==> config.mk <==
export PLATFORM = sky130hd
export DESIGN_NAME = mux_rr_arbiter_flat
export DESIGN_NICKNAME = d
export VERILOG_FILES = /design/src/rtl/mux_rr_arbiter_pkg.sv /design/src/rtl/mux_rr_arbiter_if.sv /design/src/rtl/mux_rr_arbiter_out_stage.sv /design/src/rtl/mux_rr_arbiter.sv /design/src/flat_wrapper.sv
export SDC_FILE = /design/constraint.sdc
export NUM_CORES = 1
export LEC_CHECK = 0
export ABC_CLOCK_PERIOD_IN_PS = 2300
export BUFFER_PORTS_ARGS = -buffer_cell sky130_fd_sc_hd__buf_2
export CAP_MARGIN = 10
export CORE_ASPECT_RATIO = 1.75
export CORE_UTILIZATION = 40
export CTS_BUF_LIST = sky130_fd_sc_hd__clkbuf_4 sky130_fd_sc_hd__clkbuf_8 sky130_fd_sc_hd__clkbuf_16
export DETAILED_ROUTE_END_ITERATION = 6
export GPL_TIMING_DRIVEN = 0
export MAX_ROUTING_LAYER = met4
export PLACE_DENSITY = 0.67
export SKIP_LAST_GASP = 1
export SYNTH_ARGS = -nofsm -noshare
export SYNTH_HDL_FRONTEND = slang
export SYNTH_SLANG_ARGS = --single-unit
==> constraint.sdc <==
create_clock -name i_clk -period 2.3 [get_ports i_clk]
set_input_delay 0.345 -clock i_clk [delete_from_list [all_inputs] [get_ports i_clk]]
set_output_delay 0.345 -clock i_clk [all_outputs]
set_load 0.03 [all_outputs]
==> src/rtl/mux_rr_arbiter_pkg.sv <==
// Shared types and constants for the round-robin 2:1 mux arbiter.
package mux_rr_arbiter_pkg;

  typedef enum logic {
    ST_IDLE = 1'b0,
    ST_BUSY = 1'b1
  } state_e;

  localparam logic SEL_CH1 = 1'b0;
  localparam logic SEL_CH2 = 1'b1;

  localparam int CNT_W = 8;

endpackage

==> src/rtl/mux_rr_arbiter_if.sv <==
// Handshake bundle: two upstream valid/ready requesters, one downstream consumer, select/status.
interface mux_rr_arbiter_if #(
  parameter int P_WIDTH = 8
);

  logic               i_valid1;
  logic [P_WIDTH-1:0] i_data1;
  logic               i_last1;
  logic               o_ready1;

  logic               i_valid2;
  logic [P_WIDTH-1:0] i_data2;
  logic               i_last2;
  logic               o_ready2;

  logic               o_valid;
  logic [P_WIDTH-1:0] o_data;
  logic               o_last;
  logic               i_ready;

  logic               o_sel;
  logic               o_busy;

  modport slave (
    input  i_valid1, i_data1, i_last1,
    input  i_valid2, i_data2, i_last2,
    input  i_ready,
    output o_ready1, o_ready2,
    output o_valid, o_data, o_last,
    output o_sel, o_busy
  );

  modport master (
    output i_valid1, i_data1, i_last1,
    output i_valid2, i_data2, i_last2,
    output i_ready,
    input  o_ready1, o_ready2,
    input  o_valid, o_data, o_last,
    input  o_sel, o_busy
  );

endinterface

==> src/rtl/mux_rr_arbiter_out_stage.sv <==
// One-entry valid/ready holding register feeding the downstream consumer.
module mux_arb_out_stage #(
  parameter int P_WIDTH = 8
) (
  input  logic               i_clk,
  input  logic               i_rst,
  input  logic               i_load,
  input  logic [P_WIDTH-1:0] i_data,
  input  logic               i_last,
  input  logic               i_ready,
  output logic               o_valid,
  output logic [P_WIDTH-1:0] o_data,
  output logic               o_last
);

  logic               valid_q, valid_d;
  logic [P_WIDTH-1:0] data_q, data_d;
  logic               last_q, last_d;

  // A load wins over a drain, so a simultaneous drain+load keeps the slot full.
  always_comb begin
    valid_d = valid_q;
    data_d  = data_q;
    last_d  = last_q;
    if (i_load) begin
      valid_d = 1'b1;
      data_d  = i_data;
      last_d  = i_last;
    end else if (i_ready) begin
      valid_d = 1'b0;
    end
  end

  always_ff @(posedge i_clk or posedge i_rst) begin
    if (i_rst) begin
      valid_q <= 1'b0;
      data_q  <= '0;
      last_q  <= 1'b0;
    end else begin
      valid_q <= valid_d;
      data_q  <= data_d;
      last_q  <= last_d;
    end
  end

  assign o_valid = valid_q;
  assign o_data  = data_q;
  assign o_last  = last_q;

endmodule

==> src/rtl/mux_rr_arbiter.sv <==
// Round-robin arbiter for the shared 2:1 datapath mux; locks the grant for a burst
// ending on the owner's last flag or at the beat cap.
module mux_rr_arbiter #(
  parameter int P_WIDTH     = 8,
  parameter int P_MAX_BEATS = 16
) (
  input  logic                 i_clk,
  input  logic                 i_rst,
  mux_rr_arbiter_if.slave      bus
);

  import mux_rr_arbiter_pkg::*;

  localparam logic [CNT_W-1:0] CapLast = CNT_W'(P_MAX_BEATS - 1);

  state_e             state_q, state_d;
  logic               owner_q, owner_d;
  logic               prio_q, prio_d;
  logic [CNT_W-1:0]   beatCnt_q, beatCnt_d;

  logic               outValid;
  logic               outLast;
  logic [P_WIDTH-1:0] outData;

  logic               isBusy;
  logic               slotFree;
  logic               ownerValid;
  logic               ownerLast;
  logic [P_WIDTH-1:0] ownerData;
  logic               accept;
  logic               releaseGrant;

  assign isBusy       = (state_q == ST_BUSY);
  assign slotFree     = !outValid || bus.i_ready;
  assign ownerValid   = (owner_q == SEL_CH2) ? bus.i_valid2 : bus.i_valid1;
  assign ownerLast    = (owner_q == SEL_CH2) ? bus.i_last2  : bus.i_last1;
  assign ownerData    = (owner_q == SEL_CH2) ? bus.i_data2  : bus.i_data1;
  assign accept       = isBusy && ownerValid && slotFree;
  assign releaseGrant = accept && (ownerLast || (beatCnt_q == CapLast));

  // Owner is only updated on a new grant, so the select holds its value while idle.
  always_comb begin
    state_d   = state_q;
    owner_d   = owner_q;
    prio_d    = prio_q;
    beatCnt_d = beatCnt_q;
    case (state_q)
      ST_IDLE: begin
        if (bus.i_valid1 || bus.i_valid2) begin
          state_d   = ST_BUSY;
          beatCnt_d = '0;
          if (bus.i_valid1 && bus.i_valid2) begin
            owner_d = prio_q;
          end else begin
            owner_d = bus.i_valid2 ? SEL_CH2 : SEL_CH1;
          end
        end
      end
      ST_BUSY: begin
        if (accept) begin
          beatCnt_d = beatCnt_q + 1'b1;
        end
        if (releaseGrant) begin
          state_d = ST_IDLE;
          prio_d  = ~owner_q;
        end
      end
      default: state_d = ST_IDLE;
    endcase
  end

  always_ff @(posedge i_clk or posedge i_rst) begin
    if (i_rst) begin
      state_q   <= ST_IDLE;
      owner_q   <= SEL_CH1;
      prio_q    <= SEL_CH1;
      beatCnt_q <= '0;
    end else begin
      state_q   <= state_d;
      owner_q   <= owner_d;
      prio_q    <= prio_d;
      beatCnt_q <= beatCnt_d;
    end
  end

  mux_arb_out_stage #(
    .P_WIDTH(P_WIDTH)
  ) u_outStage (
    .i_clk  (i_clk),
    .i_rst  (i_rst),
    .i_load (accept),
    .i_data (ownerData),
    .i_last (ownerLast),
    .i_ready(bus.i_ready),
    .o_valid(outValid),
    .o_data (outData),
    .o_last (outLast)
  );

  assign bus.o_ready1 = isBusy && (owner_q == SEL_CH1) && slotFree;
  assign bus.o_ready2 = isBusy && (owner_q == SEL_CH2) && slotFree;
  assign bus.o_valid  = outValid;
  assign bus.o_data   = outData;
  assign bus.o_last   = outLast;
  assign bus.o_sel    = owner_q;
  assign bus.o_busy   = isBusy;

endmodule
==> src/flat_wrapper.sv <==
// flat-port wrapper written by rule: the top's interface ports become plain ports
module mux_rr_arbiter_flat import mux_rr_arbiter_pkg::*;
#(
  parameter int P_WIDTH     = 8,
  parameter int P_MAX_BEATS = 16
)
  (i_clk, i_rst, bus_i_valid1, bus_i_data1, bus_i_last1, bus_i_valid2, bus_i_data2, bus_i_last2, bus_i_ready, bus_o_ready1, bus_o_ready2, bus_o_valid, bus_o_data, bus_o_last, bus_o_sel, bus_o_busy);
  mux_rr_arbiter_if #(.P_WIDTH(P_WIDTH)) bus_i ();
  input  logic i_clk;
  input  logic i_rst;
  input wire logic [$bits(bus_i.i_valid1)-1:0] bus_i_valid1;
  input wire logic [$bits(bus_i.i_data1)-1:0] bus_i_data1;
  input wire logic [$bits(bus_i.i_last1)-1:0] bus_i_last1;
  input wire logic [$bits(bus_i.i_valid2)-1:0] bus_i_valid2;
  input wire logic [$bits(bus_i.i_data2)-1:0] bus_i_data2;
  input wire logic [$bits(bus_i.i_last2)-1:0] bus_i_last2;
  input wire logic [$bits(bus_i.i_ready)-1:0] bus_i_ready;
  output wire logic [$bits(bus_i.o_ready1)-1:0] bus_o_ready1;
  output wire logic [$bits(bus_i.o_ready2)-1:0] bus_o_ready2;
  output wire logic [$bits(bus_i.o_valid)-1:0] bus_o_valid;
  output wire logic [$bits(bus_i.o_data)-1:0] bus_o_data;
  output wire logic [$bits(bus_i.o_last)-1:0] bus_o_last;
  output wire logic [$bits(bus_i.o_sel)-1:0] bus_o_sel;
  output wire logic [$bits(bus_i.o_busy)-1:0] bus_o_busy;
  assign bus_i.i_valid1 = bus_i_valid1;
  assign bus_i.i_data1 = bus_i_data1;
  assign bus_i.i_last1 = bus_i_last1;
  assign bus_i.i_valid2 = bus_i_valid2;
  assign bus_i.i_data2 = bus_i_data2;
  assign bus_i.i_last2 = bus_i_last2;
  assign bus_i.i_ready = bus_i_ready;
  assign bus_o_ready1 = bus_i.o_ready1;
  assign bus_o_ready2 = bus_i.o_ready2;
  assign bus_o_valid = bus_i.o_valid;
  assign bus_o_data = bus_i.o_data;
  assign bus_o_last = bus_i.o_last;
  assign bus_o_sel = bus_i.o_sel;
  assign bus_o_busy = bus_i.o_busy;
  mux_rr_arbiter #(.P_WIDTH(P_WIDTH), .P_MAX_BEATS(P_MAX_BEATS)) u_core (.i_clk(i_clk), .i_rst(i_rst), .bus(bus_i));
endmodule
== Yosys cells after proc, flatten, opt, wreduce, memory -nomap -nowiden ==
Cells that the tools add are included.

* Output and inout bits: 14
* Logic and storage cells: 42
* Input bits: 23
* Register bits: 21

* Reduce and logical (&&, ||, !) cells: 16
* Mux-type cells: 13
* Add/subtract/negate cells: 1
* Bitwise logic cells: 2
* Equality and inequality tests: 3

{| class="wikitable"
|+ Operators by type and width
! kind !! count
|-
| 8-bit 2-to-1 mux || 3
|-
| 8-bit case mux with 2 select lines || 1
|-
| 8-bit by 1-bit adder with 8-bit output (second input constant) || 1
|-
| 8-bit by 4-bit equality test with 1-bit output (second input constant) || 1
|-
| 1-bit logical AND || 8
|-
| 1-bit 2-to-1 mux || 8
|-
| 2-bit AND reduction || 3
|-
| 1-bit logical OR || 3
|-
| 2-bit by 1-bit != test with 1-bit output (second input constant) || 1
|-
| 2-bit != test (second input constant) || 1
|-
| 1-bit inverter || 2
|-
| 1-bit case mux with 2 select lines || 1
|-
| 2-bit nonzero test || 1
|-
| 1-bit logical NOT || 1
|}

== Depth between registers and ports, before layout ==
Gate-level depths: netlist of run 1.

* Depth after elaboration: 6
* Depth in mapped cells: 7
* Mapped depth without buffers: 5

== Modules after synthesis ==
Synthesis of run 1 repeated with hierarchy kept, for this count alone.

* Cell total of the unflattened synthesis: 98
* Area, all modules: 1102.3 um^2

{| class="wikitable"
|+ Modules (own cells, without submodules)
! module !! instances !! seq. area each (um^2) !! cells an instance !! area an instance (um^2)
|-
| mux_rr_arbiter || 1 || 275.3 || 75 || 689.4
|-
| mux_arb_out_stage || 1 || 250.2 || 23 || 412.9
|}

== Worst setup path before layout of run 1 ==
Ideal clock, no wire load.

* Path type: reg2out
* Start point: register u_core.owner_q (netlist: u_core.bus.o_sel)
* End point: output bus_o_ready1
* Arrival: 1.662 ns
* Slack: 0.293 ns
* Data required time: 1.955 ns
* Stages on the path, launching flop included: 4
* Path buffers: 2
* Path through: dfrtp_1 -> buf_4 -> clkbuf_1 -> nor3_1

* Cells in the longest elaborated chain, start to end: 3

{| class="wikitable"
|+ Ends and longest elaborated chain
! item !! RTL line !! source
|-
| from (decl) || mux_rr_arbiter.sv:17 || <nowiki>logic owner_q, owner_d;</nowiki>
|-
| from (signal assigned) || mux_rr_arbiter.sv:80 || <nowiki>owner_q <= owner_d;</nowiki>
|-
| 1-bit inverter || mux_rr_arbiter.sv:100 || <nowiki>assign bus.o_ready1 = isBusy && (owner_q == SEL_CH1) && slotFree;</nowiki>
|-
| 1-bit logical AND (2 in series) || mux_rr_arbiter.sv:100 ||
|-
| to (decl) || flat_wrapper.sv:18 || <nowiki>output wire logic [$bits(bus_i.o_ready1)-1:0] bus_o_ready1;</nowiki>
|}

Every way passes these cells.

== Worst setup path in the final report of run 1 ==
* Start point: register u_core.owner_q (netlist: u_core.bus.o_sel)
* End point: output bus_o_ready2

* Cells in the longest elaborated chain, start to end: 2

{| class="wikitable"
|+ Ends and longest elaborated chain
! item !! RTL line !! source
|-
| 1-bit logical AND (2 in series) || mux_rr_arbiter.sv:101 || <nowiki>assign bus.o_ready2 = isBusy && (owner_q == SEL_CH2) && slotFree;</nowiki>
|-
| to (decl) || flat_wrapper.sv:19 || <nowiki>output wire logic [$bits(bus_i.o_ready2)-1:0] bus_o_ready2;</nowiki>
|}

Every way passes these cells.

==> results.txt, run 1 <==
max_cap viols -> 0
post-synthesis mux area share -> 0.126
area leader, netlist -> dfrtp_1
cells after synthesis -> 106
first-pass GRT wire length -> 3.79 mm
H-tree depth -> 1
syn avg cell area -> 9.74 um^2
Tot GR Track Use -> 0.196
Worst Path Arrival -> 1.69 ns
pwr dens -> 1320 nW/um^2
root buffer cell -> clkbuf_8
VDD IR max -> 681 uV
Rel. slew slack -> 0.465
fmax -> 491 MHz
Worst path max stage delay -> 0.48 ns
Ant. Diodes -> 0
vias -> 928
Via density -> 5.40
static leakage -> 0.681 nW
chip width -> 40.4 um
initial DRC count -> 28
clock buffer depth -> 2
# rows -> 24
final net count -> 171
grt total ovfl -> 0
max layer used -> met4
CP cell instances -> buf_4 > clkbuf_1 > and3_1 > buf_2
RSZ-0062 raised after global routing -> false
worst hold path class -> input pin to async pin
Port-buffer cells -> 36
Setup TNS -> 0 ns
Post-Syn Area -> 1030 um^2
cell family with most CP delay -> buffers and inverters
Yosys cell types -> 28
Worst Setup Start Kind -> flop
P&R area growth vs syn -> 25.3%
final setup vio count -> 0
Initial Utilization -> 0.419
Final Util -> 0.525
layout cell share with drive strength beyond 1 -> 0.288
DRT Pass-1 Iters -> 4
antenna violations before repair -> 0
CP endpoint kind -> output port
FF+latch count, synth -> 21
met1 WL -> 885 um
pin count of the biggest net entering global routing -> 22
total setup buffers inserted after CTS -> 0
crit-path max FO -> 10
CP max stage cell -> clkbuf_1
period utilization -> 0.885
dpl hpwl -> 1.77 mm
CP Data Required Time -> 1.96 ns
top cell type's share of synthesized area -> 0.509
CORE AREA -> 2460 um^2
CP bufs+invs -> 3
CTS Hold Buffers Added -> 0
Post-Synth Simple-Gate Area -> 0.150
Synth Area in Adders -> 0.0121
die span in y -> 69.2 um
Remaining DRCs -> 0
final hold violations -> 0
TritonCTS clock tree -> yes
worst slew pin tran -> 0.802 ns
vias in the first global route -> 904
met2 WL -> 1.25 mm
setup ws final -> 0.265 ns
Routed WL -> 2.27 mm
largest family of logic cells by synthesized area -> compound AO/OA/AOI/OAI gates
WS Path Type -> flop to output port
die area -> 2800 um^2
Final ANT Viol Nets -> 0
Gates resized, CTS repair -> 0
post-synthesis compound-gate area fraction -> 0.150
routed len/inst -> 13.2 um
total CTS buffers -> 3
clk_lat worst skew -> 0.26 ns
Seq/Total Area, Yosys -> 0.509
Clock Skews -> 0.00423 ns
Ports -> 37
run status -> completed
leading post-synthesis cells by cell area -> dfrtp_1 51%, mux2i_1 13%, o21ai_0 6.8%
Final Max Slew Viols -> 0
GPL Wtd Cong -> 0.733
pre-CTS setup slack -> 0.346 ns
clock period minus worst slack -> 2.04 ns
xor and xnor fraction of the mapped netlist area -> 0
Met3 Wirelength -> 92 um
CTS clk-pin slew, worst paths -> 0.07 ns
warnings from Yosys -> 0
Hold WS -> 0.230 ns
syn nets -> 130
Clock Sinks -> 21
[worst register-to-register path: stages, from the launching register on]
cell and delay (ns):
dfrtp_1 0.38, buf_4 0.16, mux2i_1 0.14, or3_1 0.36, clkbuf_1 0.15, buf_2 0.19
o311ai_0 0.32, o41ai_1 0.13
[cells by family (layout without fill, tap and decap cells)]
logic type / after synthesis / count (layout)
and+or+nand+nor: 32 / 32
buffers and inverters: 13 / 53
adders and majority gates: 1 / 1
muxes: 13 / 13
AOI/OAI and AO/OA: 26 / 26
DFF: 21 / 21
[power breakdown]
group / internal, mW / switching (mW)
sequential: 0.510 / 0.0905
clock: 0.135 / 0.115
combinational: 0.287 / 0.570
[flip-flops by register name, summed over array words and instances, names as in the netlist]
signal and flops:
u_core.u_outStage.o_last 1, u_core.u_outStage.o_valid 1, u_core.prio_q 1, u_core.beatCnt_q 8, u_core.u_outStage.o_data 8, u_core.bus.o_busy 1
u_core.bus.o_sel 1
[per-stage QoR]
stage          instances  instance area [um^2]  power, mW
2_1_floorplan        106                  1030       1.22
3_3_place_gp         168                  1240       1.45
3_5_place_dp         168                  1240       1.47
4_1_cts              172                  1290       1.72
5_1_grt              172                  1290       1.83
6_report             172                  1290       1.71
[per-layer routing]
metal / vias up / track usage
met5: - / -
met4: 0 / 0.0963
met3: 5 / 0.0288
met2: 32 / 0.312
met1: 440 / 0.226
li1: 451 / -
[cells in the final DEF (no fill, tap or decap), drive strengths merged]
| master | Yosys | routed |
|---|---|---|
| nand3 | 3 | 3 |
| o21ai | 14 | 14 |
| o41ai | 1 | 1 |
| inv | 7 | 7 |
| o22ai | 1 | 1 |
| dfrtp | 21 | 21 |
| nor4 | 3 | 3 |
| a31oi | 1 | 1 |
| o31ai | 1 | 1 |
| o311ai | 1 | 1 |
| ha | 1 | 1 |
| nor3b | 1 | 1 |
| a21oi | 2 | 2 |
| nand2b | 2 | 2 |
| or3 | 1 | 1 |
| nor2 | 2 | 2 |
| a21boi | 1 | 1 |
| o21bai | 1 | 1 |
| a21o | 3 | 3 |
| nor3 | 3 | 3 |
| nor2b | 1 | 1 |
| clkbuf | 4 | 8 |
| and3 | 1 | 1 |
| or4 | 1 | 1 |
| buf | 2 | 38 |
| nand2 | 14 | 14 |
| mux2i | 13 | 13 |
[final timing paths]
path | cells after the start | endpoint | start | slack [ns]
worst min register to register | 2 | u_core.u_outStage.o_data[0] | u_core.u_outStage.o_data[0] | 0.48
worst min-delay path | 2 | u_core.beatCnt_q[0] | i_rst | 0.23
max in group asynchronous | 2 | u_core.u_outStage.o_last | i_rst | 1.57
worst max register to register | 7 | u_core.beatCnt_q[3] | u_core.bus.o_sel | 0.33
worst max-delay path | 4 | bus_o_ready2 | u_core.bus.o_sel | 0.26
min in group i_clk | 2 | u_core.bus.o_sel | bus_i_valid1 | 0.32
[cell type report]
| cell class | count | area, um^2 |
|---|---|---|
| clock buffers | 4 | 48.8 |
| multi-input cells | 72 | 453 |
| repair buffers | 36 | 180 |
| flip-flops and latches | 21 | 526 |
| well taps | 26 | 32.5 |
| fillers | 240 | 1170 |
| plain buffers | 6 | 27.5 |
| inverters | 7 | 26.3 |
[cell usage after synthesis]
master / instances
dfrtp_1: 21
nand2_1: 14
o21ai_0: 14
mux2i_1: 13
inv_1: 7
clkbuf_1: 4
a21o_1: 3
nand3_1: 3
nor3_1: 3
nor4_1: 3
a21oi_1: 2
nand2b_1: 2
nor2_1: 2
a21boi_1: 1
a31oi_1: 1
and3_1: 1
buf_2: 1
buf_4: 1
ha_1: 1
nor2b_1: 1
nor3b_1: 1
o21bai_1: 1
o22ai_1: 1
o311ai_0: 1
o31ai_1: 1
o41ai_1: 1
or3_1: 1
or4_1: 1
Power figures use the tool's default switching activity.
==> run 2, diff against run 1 <==
--- a/config.mk
+++ b/config.mk
@@ -11,6 +11,7 @@
 export CORE_ASPECT_RATIO = 1.75
 export CORE_UTILIZATION = 40
 export CTS_BUF_LIST = sky130_fd_sc_hd__clkbuf_4 sky130_fd_sc_hd__clkbuf_8 sky130_fd_sc_hd__clkbuf_16
+export CTS_CLUSTER_DIAMETER = 40
 export DETAILED_ROUTE_END_ITERATION = 6
 export GPL_TIMING_DRIVEN = 0
 export MAX_ROUTING_LAYER = met4
==> constraint.sdc (replaced) <==
create_clock -name i_clk -period 2.3 [get_ports i_clk]
set_input_delay 0.345 -clock i_clk [delete_from_list [all_inputs] [get_ports i_clk]]
set_output_delay 0.345 -clock i_clk [all_outputs]
set_load 0.1 [all_outputs]
==> results.txt, run 2 (same netlist as run 1, synthesis figures left out) <==
clock buffer depth -> 2
flop2flop setup slack -> 0.23 ns
Final Util -> 0.529
Final ANT Viol Nets -> 0
pin count of the biggest net entering global routing -> 22
met1 WL -> 931 um
vias -> 917
worst slew pin tran -> 0.811 ns
CP max stage cell -> dfrtp_2
CORE AREA -> 2460 um^2
total setup buffers inserted after CTS -> 0
vias in the first global route -> 970
Worst path max stage delay -> 0.40 ns
CP bufs+invs -> 3
final setup vio count -> 0
met2 WL -> 1.31 mm
Ports -> 37
number of fill cells -> 230
max layer used -> met4
worst hold path class -> input pin to async pin
most common cell after layout, fill and taps aside -> buf_2
first-pass GRT wire length -> 4.06 mm
period utilization -> 0.898
P&R area growth vs syn -> 26.2%
WS Path Type -> flop to flop
Rel. slew slack -> 0.459
CP endpoint kind -> flop
CTS Hold Buffers Added -> 0
Via density -> 5.36
TritonCTS clock tree -> yes
Routed WL -> 2.34 mm
GPL Wtd Cong -> 0.722
die span in y -> 69.2 um
grt total ovfl -> 0
Ant. Diodes -> 0
dpl hpwl -> 1.87 mm
fmax -> 484 MHz
DRT Pass-1 Iters -> 4
Final Max Slew Viols -> 0
routed len/inst -> 13.7 um
Setup TNS -> 0 ns
max_cap viols -> 0
Clock Skews -> 0.00281 ns
Met3 Wirelength -> 59 um
Clock Sinks -> 21
Port-buffer cells -> 36
Worst Setup Start Kind -> flop
CTS clk-pin slew, worst paths -> 0.08 ns
initial DRC count -> 10
Gates resized, CTS repair -> 0
Initial Utilization -> 0.419
clock period minus worst slack -> 2.07 ns
RSZ-0062 raised after global routing -> false
clk_lat worst skew -> 0.26 ns
layout cell share with drive strength beyond 1 -> 0.317
Worst Path Arrival -> 2.19 ns
Remaining DRCs -> 0
crit-path max FO -> 14
root buffer cell -> clkbuf_8
total CTS buffers -> 3
# rows -> 24
cell family with most CP delay -> buffers and inverters
final hold violations -> 0
area occupied by multi-input gates -> 465 um^2
die area -> 2800 um^2
Tot GR Track Use -> 0.206
H-tree depth -> 1
CP Data Required Time -> 2.43 ns
Seq. cell area -> 528 um^2
chip width -> 40.4 um
CP cell instances -> buf_4 > mux2i_1 > or3_1 > clkbuf_1 > buf_2 > o311ai_0 > o41ai_1
most frequent cells in the layout -> 37 x buf_2, 19 x dfrtp_1, 14 x nand2_1, 14 x o21ai_0, 13 x mux2i_1
final net count -> 170
run status -> completed
antenna violations before repair -> 0
## run 2: metal layers
layer | vias up | GRT usage
met5 | - | -
met4 | 0 | 0.0815
met3 | 4 | 0.0288
met2 | 26 | 0.344
met1 | 437 | 0.229
li1 | 450 | -
## run 2: stage by stage
step | hold WS [ns] | std cells | area (um^2) | setup slack (ns)
floorplan | 0.321 | 106 | 1050 | 0.00266
global placement | 0.460 | 168 | 1260 | 0.222
detailed placement | 0.466 | 168 | 1260 | 0.188
CTS | 0.259 | 171 | 1300 | 0.232
global route | 0.311 | 171 | 1300 | 0.0802
finish | 0.230 | 171 | 1300 | 0.234
## run 2: final cells by class
cell class	instances	area share
flip-flops and latches	21	0.405
multi-input cells	72	0.357
repair buffers	36	0.138
clock buffers	3	0.0317
well taps	26	0.0250
inverters	7	0.0202
plain buffers	5	0.0183
clock inverters	1	0.00384
## run 2: worst paths after layout
check,depth (start not counted),end,startpoint
max in group asynchronous,2,u_core.bus.o_busy,i_rst
min,2,u_core.beatCnt_q[2],i_rst
max,7,u_core.beatCnt_q[3],u_core.bus.o_sel
max reg2reg,7,u_core.beatCnt_q[3],u_core.bus.o_sel
min in group i_clk,2,u_core.bus.o_sel,bus_i_valid1
min reg2reg,2,u_core.u_outStage.o_data[7],u_core.u_outStage.o_data[7]
Power of run 2 is not shown: default switching activity piles up to over one toggle a cycle in this logic, so the estimate is an artifact.
==> run 3, diff against run 2 <==
--- a/config.mk
+++ b/config.mk
@@ -10,12 +10,11 @@
 export CAP_MARGIN = 10
 export CORE_ASPECT_RATIO = 1.75
 export CORE_UTILIZATION = 40
-export CTS_BUF_LIST = sky130_fd_sc_hd__clkbuf_4 sky130_fd_sc_hd__clkbuf_8 sky130_fd_sc_hd__clkbuf_16
 export CTS_CLUSTER_DIAMETER = 40
 export DETAILED_ROUTE_END_ITERATION = 6
 export GPL_TIMING_DRIVEN = 0
 export MAX_ROUTING_LAYER = met4
-export PLACE_DENSITY = 0.67
+export PLACE_DENSITY = 0.77
 export SKIP_LAST_GASP = 1
 export SYNTH_ARGS = -nofsm -noshare
 export SYNTH_HDL_FRONTEND = slang
==> results.txt, run 3 (same netlist as run 1, synthesis figures left out) <==
layout cell share with drive strength beyond 1 -> 0.317
CORE AREA -> 2460 um^2
total setup buffers inserted after CTS -> 0
clock period minus worst slack -> 2.05 ns
vias -> 920
routed len/inst -> 13.5 um
dpl hpwl -> 1.84 mm
final setup vio count -> 0
Remaining DRCs -> 0
initial DRC count -> 31
Port-buffer cells -> 36
grt total ovfl -> 0
chip width -> 40.4 um
CP Data Required Time -> 2.42 ns
Ant. Diodes -> 0
CP max stage cell -> dfrtp_2
Seq. cell area -> 528 um^2
Setup TNS -> 0 ns
Worst Path Arrival -> 2.18 ns
root buffer cell -> clkbuf_8
Final Max Slew Viols -> 0
max_cap viols -> 0
Clock Skews -> 0.00639 ns
worst slew pin tran -> 0.790 ns
Routed WL -> 2.30 mm
die area -> 2800 um^2
run status -> completed
crit-path max FO -> 14
TritonCTS clock tree -> yes
Initial Utilization -> 0.419
RSZ-0062 raised after global routing -> false
die span in y -> 69.2 um
final hold violations -> 0
most frequent cells in the layout -> 37 x buf_2, 19 x dfrtp_1, 14 x nand2_1, 14 x o21ai_0, 13 x mux2i_1
CP cell instances -> buf_4 > mux2i_1 > or3_1 > clkbuf_1 > buf_2 > o311ai_0 > o41ai_1
worst hold path class -> input pin to async pin
GPL Wtd Cong -> 0.760
WS Path Type -> flop to flop
Tot GR Track Use -> 0.208
CP endpoint kind -> flop
Worst Setup Start Kind -> flop
DRT Pass-1 Iters -> 4
fmax -> 488 MHz
Via density -> 5.38
CTS clk-pin slew, worst paths -> 0.08 ns
total CTS buffers -> 3
P&R area growth vs syn -> 26.2%
Rel. slew slack -> 0.473
number of fill cells -> 237
Ports -> 37
H-tree depth -> 1
most common cell after layout, fill and taps aside -> buf_2
Clock Sinks -> 21
clock buffer depth -> 2
Worst path max stage delay -> 0.40 ns
period utilization -> 0.892
antenna violations before repair -> 0
area occupied by multi-input gates -> 465 um^2
Final ANT Viol Nets -> 0
# rows -> 24
first-pass GRT wire length -> 4.03 mm
final net count -> 170
clk_lat worst skew -> 0.26 ns
pin count of the biggest net entering global routing -> 22
vias in the first global route -> 1012
==> run 3: layout make-up <==
type	instances	area share
tap	26	0.0250
clock buffer	3	0.0317
multi-input combinational	72	0.357
timing repair buffer	36	0.138
clock inverter	1	0.00384
buffer	5	0.0183
sequential	21	0.405
inverter	7	0.0202
==> run 3: repair_timing <==
item,in CTS,in global routing
hold buffers,0,0
setup endpoints to repair,1,0
resized for setup,0,0
==> run 3: metrics by stage <==
| stage | worst slack, ns | instances | area (um^2) | utilization | hold WS (ns) |
|---|---|---|---|---|---|
| 5_1_grt | 0.0866 | 171 | 1300 | 0.529 | 0.298 |
| 2_1_floorplan | 0.00266 | 106 | 1050 | - | 0.321 |
| 6_report | 0.249 | 171 | 1300 | 0.529 | 0.216 |
| 4_1_cts | 0.245 | 171 | 1300 | 0.529 | 0.241 |
| 3_3_place_gp | 0.202 | 168 | 1260 | 0.512 | 0.461 |
| 3_5_place_dp | 0.162 | 168 | 1260 | 0.512 | 0.466 |
==> run 3: per-layer routing <==
metal	global-route usage	vias up	wire, um
met1	0.221	443	865
met2	0.342	24	1320
li1	-	449	-
met3	0.0417	4	70
met4	0.100	0	42
met5	-	-	0
==> run 3: worst paths after layout <==
| check | from | to | slack, ns | cells after the start |
|---|---|---|---|---|
| worst max-delay path | u_core.bus.o_sel | u_core.beatCnt_q[3] | 0.25 | 7 |
| worst min-delay path | i_rst | u_core.u_outStage.o_data[1] | 0.22 | 2 |
| worst max register to register | u_core.bus.o_sel | u_core.beatCnt_q[3] | 0.25 | 7 |
| worst min register to register | u_core.u_outStage.o_data[7] | u_core.u_outStage.o_data[7] | 0.48 | 2 |
| max in group asynchronous | i_rst | u_core.bus.o_busy | 1.53 | 2 |
| min in group i_clk | bus_i_valid1 | u_core.bus.o_sel | 0.33 | 2 |
==> run 3: worst max-delay path, delay by kind of cell, from the launching register on <==
| kind | cells | cell delay [ns] |
|---|---|---|
| compound gates | 2 | 0.46 |
| buf+inv | 3 | 0.55 |
| flops | 1 | 0.40 |
| mux | 1 | 0.16 |
| simple gates | 1 | 0.35 |
Power of run 3 is left out for the same reason.
